$ cat config.mk
export PLATFORM = sky130hd
export DESIGN_NAME = vslc_fetch_ctrl
export DESIGN_NICKNAME = d
export VERILOG_FILES = /design/src/rtl/vslc_fetch_ctrl.sv
export SDC_FILE = /design/constraint.sdc
export NUM_CORES = 1
export LEC_CHECK = 0
export ABC_AREA = 1
export CORE_MARGIN = 10
export CORE_UTILIZATION = 57
export CTS_CLUSTER_SIZE = 40
export DETAILED_ROUTE_END_ITERATION = 8
export DONT_BUFFER_PORTS = 1
export PLACE_DENSITY = 0.75
export SLEW_MARGIN = 20
export SYNTH_ARGS = -nofsm -noshare
export SYNTH_HDL_FRONTEND = slang
export SYNTH_SLANG_ARGS = --single-unit
$ cat constraint.sdc
create_clock -name clk -period 1.6 [get_ports clk]
set_input_delay 0.32 -clock clk [delete_from_list [all_inputs] [get_ports clk]]
set_output_delay 0.32 -clock clk [all_outputs]
set_load 0.005 [all_outputs]
$ cat src/rtl/vslc_fetch_ctrl.sv
// vslc_fetch_ctrl: drives the SPI EEPROM reader and buffers the
// fetched bytes with their addresses in a small prefetch FIFO.
module vslc_fetch_ctrl #(
    parameter int SCK_DIV = 2,
    parameter int DEPTH   = 4
) (
    input  logic       clk,
    input  logic       rst_n,
    input  logic       jump_valid,
    input  logic [8:0] jump_addr,
    output logic       fetch_valid,
    output logic [7:0] fetch_byte,
    output logic [8:0] fetch_addr,
    input  logic       fetch_ready,
    output logic       rd_spi_clk,
    output logic       rd_goto,
    output logic [8:0] rd_address,
    output logic       rd_hold_n,
    input  logic       rd_ready,
    input  logic [7:0] rd_byte,
    output logic       busy,
    output logic       ovf
);

    localparam int AW = $clog2(DEPTH);
    localparam int CW = AW + 1;
    localparam logic [7:0]    DIV_MAX  = 8'(SCK_DIV - 1);
    localparam logic [CW-1:0] CNT_FULL = CW'(DEPTH);

    typedef enum logic [1:0] {SEEK, STREAM, STALL} state_t;

    state_t        state_q, state_d;
    logic          boot_q, boot_d;
    logic [7:0]    div_q, div_d;
    logic          sck_q, sck_d;
    logic          goto_q, goto_d;
    logic          gcnt_q, gcnt_d;
    logic [8:0]    rd_addr_q, rd_addr_d;
    logic [8:0]    nxt_addr_q, nxt_addr_d;
    logic          arm_q, arm_d;
    logic          rdy_prev_q, rdy_prev_d;
    logic [7:0]    bmem_q [DEPTH];
    logic [7:0]    bmem_d [DEPTH];
    logic [8:0]    amem_q [DEPTH];
    logic [8:0]    amem_d [DEPTH];
    logic [AW-1:0] rd_ptr_q, rd_ptr_d;
    logic [AW-1:0] wr_ptr_q, wr_ptr_d;
    logic [CW-1:0] count_q, count_d;
    logic [7:0]    head_byte_q, head_byte_d;
    logic [8:0]    head_addr_q, head_addr_d;
    logic          valid_q, valid_d;
    logic          hold_n_q, hold_n_d;
    logic          busy_q, busy_d;
    logic          ovf_q, ovf_d;

    logic          jump;
    logic [8:0]    target;
    logic          tick;
    logic          fall;
    logic          full;
    logic          cap;
    logic          pop;
    logic          push;
    logic [AW-1:0] rd_nxt;

    // boot restart after reset behaves like a jump to address 0
    assign jump   = jump_valid | boot_q;
    assign target = boot_q ? 9'h000 : jump_addr;
    assign tick   = (state_q != STALL) && (div_q == DIV_MAX);
    assign fall   = tick && sck_q;
    assign full   = (count_q == CNT_FULL);
    assign cap    = (state_q != SEEK) && rd_ready && !rdy_prev_q && arm_q;
    assign pop    = fetch_ready && (count_q != '0);
    assign push   = cap && (!full || pop);
    assign rd_nxt = rd_ptr_q + 1'b1;

    // next-state: divider, seek handshake, capture and FIFO bookkeeping
    always_comb begin
        state_d     = state_q;
        boot_d      = boot_q;
        div_d       = div_q;
        sck_d       = sck_q;
        goto_d      = goto_q;
        gcnt_d      = gcnt_q;
        rd_addr_d   = rd_addr_q;
        nxt_addr_d  = nxt_addr_q;
        arm_d       = arm_q;
        rdy_prev_d  = rd_ready;
        bmem_d      = bmem_q;
        amem_d      = amem_q;
        rd_ptr_d    = rd_ptr_q;
        wr_ptr_d    = wr_ptr_q;
        count_d     = count_q;
        head_byte_d = head_byte_q;
        head_addr_d = head_addr_q;
        ovf_d       = ovf_q;

        if (tick) begin
            div_d = '0;
            sck_d = ~sck_q;
        end else if (state_q != STALL) begin
            div_d = div_q + 8'd1;
        end

        if (jump) begin
            state_d    = SEEK;
            boot_d     = 1'b0;
            goto_d     = 1'b1;
            gcnt_d     = 1'b0;
            rd_addr_d  = target;
            nxt_addr_d = target;
            arm_d      = 1'b0;
            rd_ptr_d   = '0;
            wr_ptr_d   = '0;
            count_d    = '0;
        end else begin
            case (state_q)
                SEEK: begin
                    if (fall) begin
                        if (gcnt_q) begin
                            goto_d  = 1'b0;
                            state_d = STREAM;
                            arm_d   = 1'b0;
                        end else begin
                            gcnt_d = 1'b1;
                        end
                    end
                end
                default: begin
                    if (!rd_ready) arm_d = 1'b1;
                    if (cap) arm_d = 1'b0;
                    if (cap && full && !pop) ovf_d = 1'b1;
                    if (pop) rd_ptr_d = rd_nxt;
                    if (push) begin
                        bmem_d[wr_ptr_q] = rd_byte;
                        amem_d[wr_ptr_q] = nxt_addr_q;
                        wr_ptr_d         = wr_ptr_q + 1'b1;
                        nxt_addr_d       = nxt_addr_q + 9'd1;
                    end
                    if (push && !pop) count_d = count_q + 1'b1;
                    if (pop && !push) count_d = count_q - 1'b1;
                    if (pop && count_q > 1) begin
                        head_byte_d = bmem_q[rd_nxt];
                        head_addr_d = amem_q[rd_nxt];
                    end else if (push && (count_q == '0 || pop)) begin
                        head_byte_d = rd_byte;
                        head_addr_d = nxt_addr_q;
                    end
                    if (state_q == STREAM && count_d == CNT_FULL) begin
                        state_d = STALL;
                    end else if (state_q == STALL && !full) begin
                        state_d = STREAM;
                    end
                end
            endcase
        end

        valid_d  = (count_d != '0);
        hold_n_d = (state_d != STALL);
        busy_d   = (state_d == SEEK);
    end

    // state and registered outputs; synchronous active-low reset
    always_ff @(posedge clk) begin
        if (!rst_n) begin
            state_q     <= STREAM;
            boot_q      <= 1'b1;
            div_q       <= '0;
            sck_q       <= 1'b0;
            goto_q      <= 1'b0;
            gcnt_q      <= 1'b0;
            rd_addr_q   <= '0;
            nxt_addr_q  <= '0;
            arm_q       <= 1'b0;
            rdy_prev_q  <= 1'b0;
            for (int i = 0; i < DEPTH; i++) begin
                bmem_q[i] <= '0;
                amem_q[i] <= '0;
            end
            rd_ptr_q    <= '0;
            wr_ptr_q    <= '0;
            count_q     <= '0;
            head_byte_q <= '0;
            head_addr_q <= '0;
            valid_q     <= 1'b0;
            hold_n_q    <= 1'b1;
            busy_q      <= 1'b0;
            ovf_q       <= 1'b0;
        end else begin
            state_q     <= state_d;
            boot_q      <= boot_d;
            div_q       <= div_d;
            sck_q       <= sck_d;
            goto_q      <= goto_d;
            gcnt_q      <= gcnt_d;
            rd_addr_q   <= rd_addr_d;
            nxt_addr_q  <= nxt_addr_d;
            arm_q       <= arm_d;
            rdy_prev_q  <= rdy_prev_d;
            bmem_q      <= bmem_d;
            amem_q      <= amem_d;
            rd_ptr_q    <= rd_ptr_d;
            wr_ptr_q    <= wr_ptr_d;
            count_q     <= count_d;
            head_byte_q <= head_byte_d;
            head_addr_q <= head_addr_d;
            valid_q     <= valid_d;
            hold_n_q    <= hold_n_d;
            busy_q      <= busy_d;
            ovf_q       <= ovf_d;
        end
    end

    assign fetch_valid = valid_q;
    assign fetch_byte  = head_byte_q;
    assign fetch_addr  = head_addr_q;
    assign rd_spi_clk  = sck_q;
    assign rd_goto     = goto_q;
    assign rd_address  = rd_addr_q;
    assign rd_hold_n   = hold_n_q;
    assign busy        = busy_q;
    assign ovf         = ovf_q;

endmodule

Yosys cells after proc, flatten, opt, wreduce, memory -nomap -nowiden
Cells that the tools add are included.
{ "classes": {"add_sub_neg": 6, "bitwise_logic": 7, "reduce_logical": 44, "n_eq_ne": 11, "n_mux": 39, "n_lt_le_gt_ge": 4} }
{ "ops": {"columns": ["op", "count"], "rows": [
  ["9-bit two-way mux", 9],
  ["8-bit two-way mux", 5],
  ["36-bit bitwise mux", 1],
  ["32-bit bitwise mux", 1],
  ["9-bit binary-select mux with 2-bit select", 1],
  ["9-bit demux with 2-bit select", 1],
  ["3-bit two-way mux", 6],
  ["8-bit binary-select mux with 2-bit select", 1],
  ["8-bit demux with 2-bit select", 1],
  ["1-bit logical AND", 16],
  ["3-bit AND reduction", 5],
  ["2-bit two-way mux", 6],
  ["2-bit nonzero test", 6],
  ["2-bit != test, second input constant", 5],
  ["9-bit by 1-bit adder with 9-bit output, second input constant", 1],
  ["8-bit by 1-bit adder with 8-bit output, second input constant", 1],
  ["8-bit by 1-bit equality test with 1-bit output, second input constant", 1],
  ["2-bit AND reduction", 4],
  ["1-bit two-way mux", 7],
  ["3-bit equality test, second input constant", 2],
  ["3-bit >= comparator, second input constant", 2],
  ["2-bit NOT with 3-bit output", 2],
  ["3-bit nonzero test", 2],
  ["2-bit by 1-bit adder with 2-bit output, second input constant", 2],
  ["other kinds (14)", 23]
]} }
{ "word_totals": {"wordCells": 138, "regBits": 130} }

Logic depth before layout (Yosys ltp)
Gate-level depths: netlist of the first run.
{ "logic_depth": {"ltp_word": 16, "ltp_mapped": 14, "ltp_nobuf": 14} }

Least setup slack after synthesis of the first run
Ideal clock, no wire load.
{ "synth_timing": {"path_type": "reg-to-reg", "start": "register count_q[0]", "end": "register bmem_q[29] (netlist bit)", "arrival_ns": 1.671, "path_stages_with_launch": 13, "n_path_buf": 1, "setup_ns": 0.070, "slack_ns": -0.141, "cell_sequence": "dfxtp_1 inv_1 ha_1 nand2_1 inv_2 nand2_2 nand2_4 nor2_4 nand2_1 inv_2 buf_2 o21ai_0 a21oi_1"} }
{ "synth_via": {"elab_chain_len": 5} }
{ "synth_lines": {"columns": ["item", "line", "text"], "rows": [
  ["from (decl)", "48", "logic [CW-1:0] count_q, count_d;"],
  ["from (signal assigned)", "204", "count_q <= count_d;"],
  ["3-bit equality test / 3-bit nonzero test (equally long branches)", "71, 73", null],
  ["1-bit logical NOT / 1-bit logical AND (equally long branches)", "74, 73", null],
  ["1-bit logical OR (*)", "74", "assign push = cap && (!full || pop);"],
  ["1-bit logical AND (*)", "74", null],
  ["3-bit AND reduction (no line) (*)", null, null],
  ["to (signal assigned)", "200", "bmem_q <= bmem_d;"],
  ["to (decl)", "42", "logic [7:0] bmem_q [DEPTH];"]
]} }
Mark *: on every way between the ends. The rest lies on a longest branch, timed or not.
A chain may end at the register's enable or synchronous reset.

Worst setup path after layout of the first run
{ "layout_timing": {"start": "register count_q[0]", "end": "register amem_q[26] (netlist bit)"} }
{ "layout_via": {"elab_chain_len": 5} }
{ "layout_lines": {"columns": ["item", "line", "text"], "rows": [
  ["3-bit equality test / 3-bit nonzero test (equally long branches)", "71, 73", null],
  ["1-bit logical NOT / 1-bit logical AND (equally long branches)", "74, 73", null],
  ["1-bit logical OR (*)", "74", null],
  ["1-bit logical AND (*)", "74", null],
  ["3-bit AND reduction (no line) (*)", null, null],
  ["to (signal assigned)", "201", "amem_q <= amem_d;"],
  ["to (decl)", "44", "logic [8:0] amem_q [DEPTH];"]
]} }
Marks and branches as above.

==> results.sh, run 1 <==
export IMPL_setup_viol=91
export IMPL_avgRoutedWirePerCell_um=19.8
export IMPL_fin_ws_ns=-0.259
export IMPL_slowest_stage="dfxtp_4"
export IMPL_avgSynthCellArea_sq_um=7.50
export IMPL_cp_common_cell="nand2_4"
export IMPL_wl_met2_um=9580
export IMPL_grt_pass1_wl_um=25800
export IMPL_ir_drop_mv=0.819
export IMPL_fin_crit_ns=1.86
export IMPL_worst_pin_slew_ns=0.393
export IMPL_die_w_um=120
export IMPL_rsz0062_at_grt="true"
export IMPL_synth_area_leaders="dfxtp_1 46%, o21ai_0 9.6%, a21oi_1 9.3%"
export IMPL_vias_per_cell=6.02
export IMPL_drive_gt1_share_pct=33.3
export IMPL_dpl_cell_count=903
export IMPL_clockBufferDepth=2
export IMPL_grt_pass1_vias=5442
export IMPL_grt_overflow_total=0
export IMPL_syn2layout_area_growth_pct=42.8
export IMPL_finalCritPeriodShare_pct=116
export IMPL_wirelength_met1_um=7050
export IMPL_ys_seq_area_share_pct=45.6
export IMPL_synth_nets=794
export IMPL_cp_cell_sequence="inv_4, ha_4, nand2_4, inv_2, nand2_2, nand2_4, nor2_4, buf_6, nand2_8, clkbuf_16, o21ai_2, a21oi_1"
export IMPL_htreeDepth=4
export IMPL_antenna_cells=0
export IMPL_clock_sinks=130
export IMPL_synthesis_area_sq_mm=0.00571
export IMPL_portBuffers=0
export IMPL_rows=36
export IMPL_start_util_pct=58.4
export IMPL_violations="hold timing, setup timing"
export IMPL_clk_pin_slew_ns=0.06
export IMPL_gp_congestion=0.861
export IMPL_die_h_um=120
export IMPL_synth_edf_count=0
export IMPL_p_per_area_mw_per_mm2=955
export IMPL_yosysTopAreaCell="dfxtp_1"
export IMPL_fin_skew_ns=0.0119
export IMPL_drt_iter0_markers=615
export IMPL_synthCells=761
export IMPL_drv_cap=0
export IMPL_critPathBufInv=4
export IMPL_netlist_top_cells_count="130 x dfxtp_1, 118 x nand2_1, 109 x o21ai_0, 106 x a21oi_1, 96 x inv_1"
export IMPL_synthMostInstantiatedCell="dfxtp_1"
export IMPL_slew_violations=0
export IMPL_whs_ns=-0.128
export IMPL_worst_setup_path_start_kind="register"
export IMPL_dpl_hpwl_um=9810
export IMPL_status="finished, violations left"
export IMPL_ctsRootBufferMaster="clkbuf_8"
export IMPL_grt_max_degree=92
export IMPL_routed_wl_met3_um=2020
export IMPL_ant_nets=0
export IMPL_power_static_leakage_nw=3.13
export IMPL_synthArstFlopShare_pct=0
export IMPL_required_ns=2.02
export IMPL_cp_top_family="simple AND/OR/NAND/NOR gates"
export IMPL_routed_wl_um=19500
export IMPL_crit_fanout=8
export IMPL_ctsHoldBuffers=18
export IMPL_cts_tree="yes"
export IMPL_arrival_ns=2.28
export IMPL_drc=0
export IMPL_dr_pass1_iters=8
export IMPL_slowest_delay_ns=0.39
export IMPL_num_io_pins=54
export IMPL_critPathKind="reg -> reg"
export IMPL_via_count=5928
export IMPL_fmax_mhz=538
export IMPL_slew_headroom_pct=73.8
export IMPL_critPathCaptureType="register"
export IMPL_numCtsBuffers=17
export IMPL_maxUsedRoutingLayer="met4"
export IMPL_synth_top_area_share_pct=45.6
export IMPL_hold_viol_final=36
export IMPL_core_region_area_sq_mm=0.00977
export IMPL_grt_usage_pct=21.9
export IMPL_hold_class="in -> reg"
export IMPL_yosysWarningCount=0
export IMPL_stdcell_count=985
export IMPL_dieArea_sq_mm=0.0144
export IMPL_num_nets_final=872
export IMPL_final_util_pct=83.3
export IMPL_ys_ff_latch=130
export IMPL_synth_top_flop_cell="dfxtp_1"
export IMPL_clk_insertion_delay_late_ns=0.54
export IMPL_antenna_found_initial=0
export IMPL_yosysUniqueCellTypes=40
-- routing by layer --
layer,vias up,global-route usage [%]
met5,-,0
met4,0,8.97
met3,84,6.56
met2,359,37.2
met1,2764,25.1
li1,2721,-
-- cells by family (layout without fill, tap and decap cells) --
group / after synthesis / in the layout / share of synthesized area [%]
AO/OA/AOI/OAI: 273 / 273 / 26.3
AND/OR/NAND/NOR: 199 / 199 / 15.3
buffers and inverters: 146 / 237 / 10.1
flip-flops: 130 / 130 / 45.6
adder cells (fa/ha/maj): 11 / 11 / 2.41
XOR/XNOR: 2 / 2 / 0.307
-- registers in the layout, indices dropped and copies added (netlist names) --
register and cells:
state_q 2, boot_q 1, fetch_valid 1, rd_address 9, nxt_addr_q 9, rd_ptr_q 2
arm_q 1, ovf 1, amem_q 36, fetch_byte 8, gcnt_q 1, busy 1
rdy_prev_q 1, div_q 8, rd_goto 1, bmem_q 32, rd_spi_clk 1, fetch_addr 9
wr_ptr_q 2, count_q 3, rd_hold_n 1
-- through the flow --
stage | TNS, ns | area (sq um) | hold slack [ns] | power, mW | setup WS [ns]
after global placement | -0.711 | 6200 | 0.421 | 3.74 | -0.0691
final | -11.54 | 8150 | -0.128 | 7.78 | -0.259
after floorplan | -0.0109 | 5790 | 0.413 | 3.65 | -0.00273
after CTS | -1.94 | 7220 | -0.121 | 7.67 | -0.0803
after detailed placement | -2.34 | 6200 | 0.424 | 3.75 | -0.120
after global routing | -19.49 | 8150 | -0.108 | 7.98 | -0.331
-- layout make-up --
class | count | area, sq um
fill | 548 | 1630
multi-input combinational | 485 | 3210
clock buffer | 19 | 442
sequential | 130 | 2610
clock inverter | 13 | 158
tap | 133 | 166
timing repair buffer | 100 | 1120
inverter | 104 | 418
timing repair inverter | 1 | 16.3
-- where the power goes --
part,internal (mW),switching (mW),leakage [nW]
logic,0.212,0.290,1.79
clock network,2.45,1.48,0.286
registers,3.29,0.0529,1.05
total,5.95,1.83,3.13
-- timing repair --
item	CTS	global route
buffers inserted	7	15
setup endpoints to repair	79	106
endpoints found under the hold margin	103	89
gates resized for setup	79	190
gates cloned	2	12
pin swaps	14	33
-- path summary, 6_finish.rpt --
check | cells past startpoint | slack [ns] | to | startpoint
hold reg to reg | 2 | 0.45 | bmem_q[2]$_SDFFE_PN0P_ | bmem_q[2]$_SDFFE_PN0P_
hold / removal | 1 | -0.13 | rd_hold_n$_SDFF_PN1_ | rst_n
setup / recovery | 12 | -0.26 | amem_q[26]$_SDFFE_PN0P_ | count_q[0]$_SDFF_PN0_
setup reg to reg | 12 | -0.26 | amem_q[26]$_SDFFE_PN0P_ | count_q[0]$_SDFF_PN0_
-- cells in the final DEF (no fill, tap or decap), drive strengths merged, types with 2 or more instances in the layout --
cell	synthesis	final
a221oi	3	3
bufinv	0	3
nand2	124	124
dfxtp	130	130
buf	15	74
nor2	37	37
a21oi	108	108
inv	104	105
a31oi	14	14
ha	11	11
o21ai	119	119
dlygate4sd3	0	18
nor4	2	2
nor3	4	4
o21a	2	2
clkinvlp	0	4
clkinv	0	6
clkbuf	27	27
nand3	22	22
nand4	5	5
o221ai	10	10
nor3b	2	2
o211ai	13	13
Power figures use the tool's default switching activity.
==> run 2, diff against run 1 <==
Settings changed: CORE_ASPECT_RATIO set to 0.8.
==> results.sh, run 2 (synthesized netlist as in run 1, its figures left out) <==
export IMPL_status="finished, violations left"
export IMPL_violations="setup timing"
export IMPL_vias_per_cell=6.03
export IMPL_p_per_area_mw_per_mm2=1060
export IMPL_largest_reg_flops=36
export IMPL_die_h_um=109
export IMPL_clk_pin_slew_ns=0.06
export IMPL_mostFrequentLayoutCells="124 x dfxtp_1, 106 x nand2_1, 91 x inv_1"
export IMPL_cp_top_family="simple AND/OR/NAND/NOR gates"
export IMPL_seq_area_sq_mm=0.00262
export IMPL_dr_pass1_iters=6
export IMPL_portBuffers=0
export IMPL_crit_fanout=9
export IMPL_setup_tns_ns=-12.59
export IMPL_critPathCaptureType="register"
export IMPL_drive_gt1_share_pct=30.7
export IMPL_use_met3_pct=5.29
export IMPL_clock_sinks=130
export IMPL_slowest_stage="dfxtp_4"
export IMPL_worst_setup_path_start_kind="register"
export IMPL_stdcell_count=963
export IMPL_setup_viol=101
export IMPL_cp_common_cell="nand2_4"
export IMPL_clockBufferDepth=2
export IMPL_htreeDepth=4
export IMPL_fmax_mhz=548
export IMPL_power_static_leakage_nw=3.02
export IMPL_numCtsBuffers=17
export IMPL_cts_tree="yes"
export IMPL_avgRoutedWirePerCell_um=19.2
export IMPL_met2_usage_pct=34.9
export IMPL_worst_pin_slew_ns=0.357
export IMPL_cp_depth=12
export IMPL_critPathKind="reg -> reg"
export IMPL_slowest_delay_ns=0.39
export IMPL_hold_viol_final=0
export IMPL_fillCellCount=559
export IMPL_syn2layout_area_growth_pct=36.3
export IMPL_ant_nets=0
export IMPL_gp_congestion=0.876
export IMPL_antenna_cells=0
export IMPL_dpl_cell_count=905
export IMPL_grt_max_degree=92
export IMPL_hold_depth=2
export IMPL_slew_violations=0
export IMPL_place_area_sq_mm=0.00621
export IMPL_grt_pass1_wl_um=25600
export IMPL_num_nets_final=847
export IMPL_slew_headroom_pct=76.1
export IMPL_met1_usage_pct=27.8
export IMPL_fin_crit_ns=1.82
export IMPL_grt_pass1_vias=5093
export IMPL_grt_usage_pct=21.7
export IMPL_final_util_pct=80.2
export IMPL_cp_cell_sequence="inv_4, ha_4, nand2_4, inv_4, nand2_4, nand2_4, nor2_4, nand2_4, inv_6, buf_12, o21ai_1, a21oi_1"
export IMPL_ir_drop_mv=0.763
export IMPL_drt_iter0_markers=936
export IMPL_largest_registers="amem_q (36), bmem_q (32)"
export IMPL_rows=32
export IMPL_dpl_hpwl_um=10200
export IMPL_drv_cap=0
export IMPL_ctsRootBufferMaster="clkbuf_16"
export IMPL_hold_class="in -> reg"
export IMPL_grt_overflow_total=0
export IMPL_grt_busiest_layer="met2"
export IMPL_final_area_sq_mm=0.00777
export IMPL_fin_ws_ns=-0.225
export IMPL_required_ns=1.94
export IMPL_dieArea_sq_mm=0.0144
export IMPL_reg2reg_depth=12
export IMPL_multi_input_area_sq_mm=0.00311
export IMPL_critPathBufInv=4
export IMPL_num_io_pins=54
export IMPL_drc=0
export IMPL_fin_skew_ns=0.00678
export IMPL_core_region_area_sq_mm=0.00969
export IMPL_routed_wl_um=18500
export IMPL_start_util_pct=58.9
export IMPL_rsz0062_at_grt="true"
export IMPL_via_count=5805
export IMPL_final_common_cell="dfxtp_1"
export IMPL_arrival_ns=2.16
export IMPL_whs_ns=0.0209
export IMPL_die_w_um=132
export IMPL_antenna_found_initial=0
export IMPL_finalCritPeriodShare_pct=114
export IMPL_regMostFlops="amem_q"
export IMPL_clk_insertion_delay_late_ns=0.43
==> run 2: changes by cell type in the layout (fill, tap and decap cells not counted), moves of 3 or more <==
cell / change
o21ai_1: +3
o21ai_2: -7
o21ai_4: -6
buf_4: +9
buf_6: -11
clkinvlp_4: -3
a21oi_2: -12
dlygate4sd3_1: -16
o21ai_0: +10
a21oi_1: +11
==> run 2: metrics by stage <==
stage | power, mW | worst slack, ns
4_1_cts | 8.13 | -0.0983
3_5_place_dp | 3.76 | -0.127
3_3_place_gp | 3.75 | -0.0464
2_1_floorplan | 3.65 | -0.00273
5_1_grt | 8.43 | -0.302
6_report | 8.25 | -0.225
==> run 2: area by class of cell <==
cell class              instances  share of cell area [%]
clock inverters                13                    2.62
inverters                     104                    5.50
repair buffers                 76                    10.1
multi-input cells             485                    40.0
clock buffers                  19                    5.97
flip-flops and latches        130                    33.6
well taps                     136                    2.19
==> run 2: metal layers <==
layer  vias up  wire length [um]
met5         -                 0
met4         0               548
met3        63              2000
met2       374              8900
met1      2701              7080
li1       2667                 -
==> run 2: worst reg2reg max path: cells and delay by family, from the launching register on <==
kind                     cells  cell delay, ns
AND/OR/NAND/NOR              5            0.57
flip-flops                   1            0.39
buffers and inverters        4            0.33
AO/OA/AOI/OAI                2            0.27
adder cells (fa/ha/maj)      1            0.17
==> run 2: what timing repair did <==
action / 4_1_cts / 5_1_grt
setup endpoints to repair: 103 / 110
pin swaps: 1 / 24
cloned: 1 / 5
buffers inserted: 5 / 15
hold buffers: 2 / 0
resized for setup: 45 / 181
hold endpoints to repair: 2 / 0
==> run 2: path summary, 6_finish.rpt <==
check,slack (ns),endpoint,from
worst max-delay path,-0.22,amem_q[11]$_SDFFE_PN0P_,count_q[0]$_SDFF_PN0_
worst min register to register,0.45,bmem_q[4]$_SDFFE_PN0P_,bmem_q[4]$_SDFFE_PN0P_
worst min-delay path,0.02,bmem_q[20]$_SDFFE_PN0P_,rst_n
worst max register to register,-0.22,amem_q[11]$_SDFFE_PN0P_,count_q[0]$_SDFF_PN0_
==> run 2: power by group <==
group | internal [mW] | switching, mW | total [mW]
combinational | 0.202 | 0.297 | 0.499
clock | 2.90 | 1.52 | 4.42
sequential | 3.29 | 0.0475 | 3.33
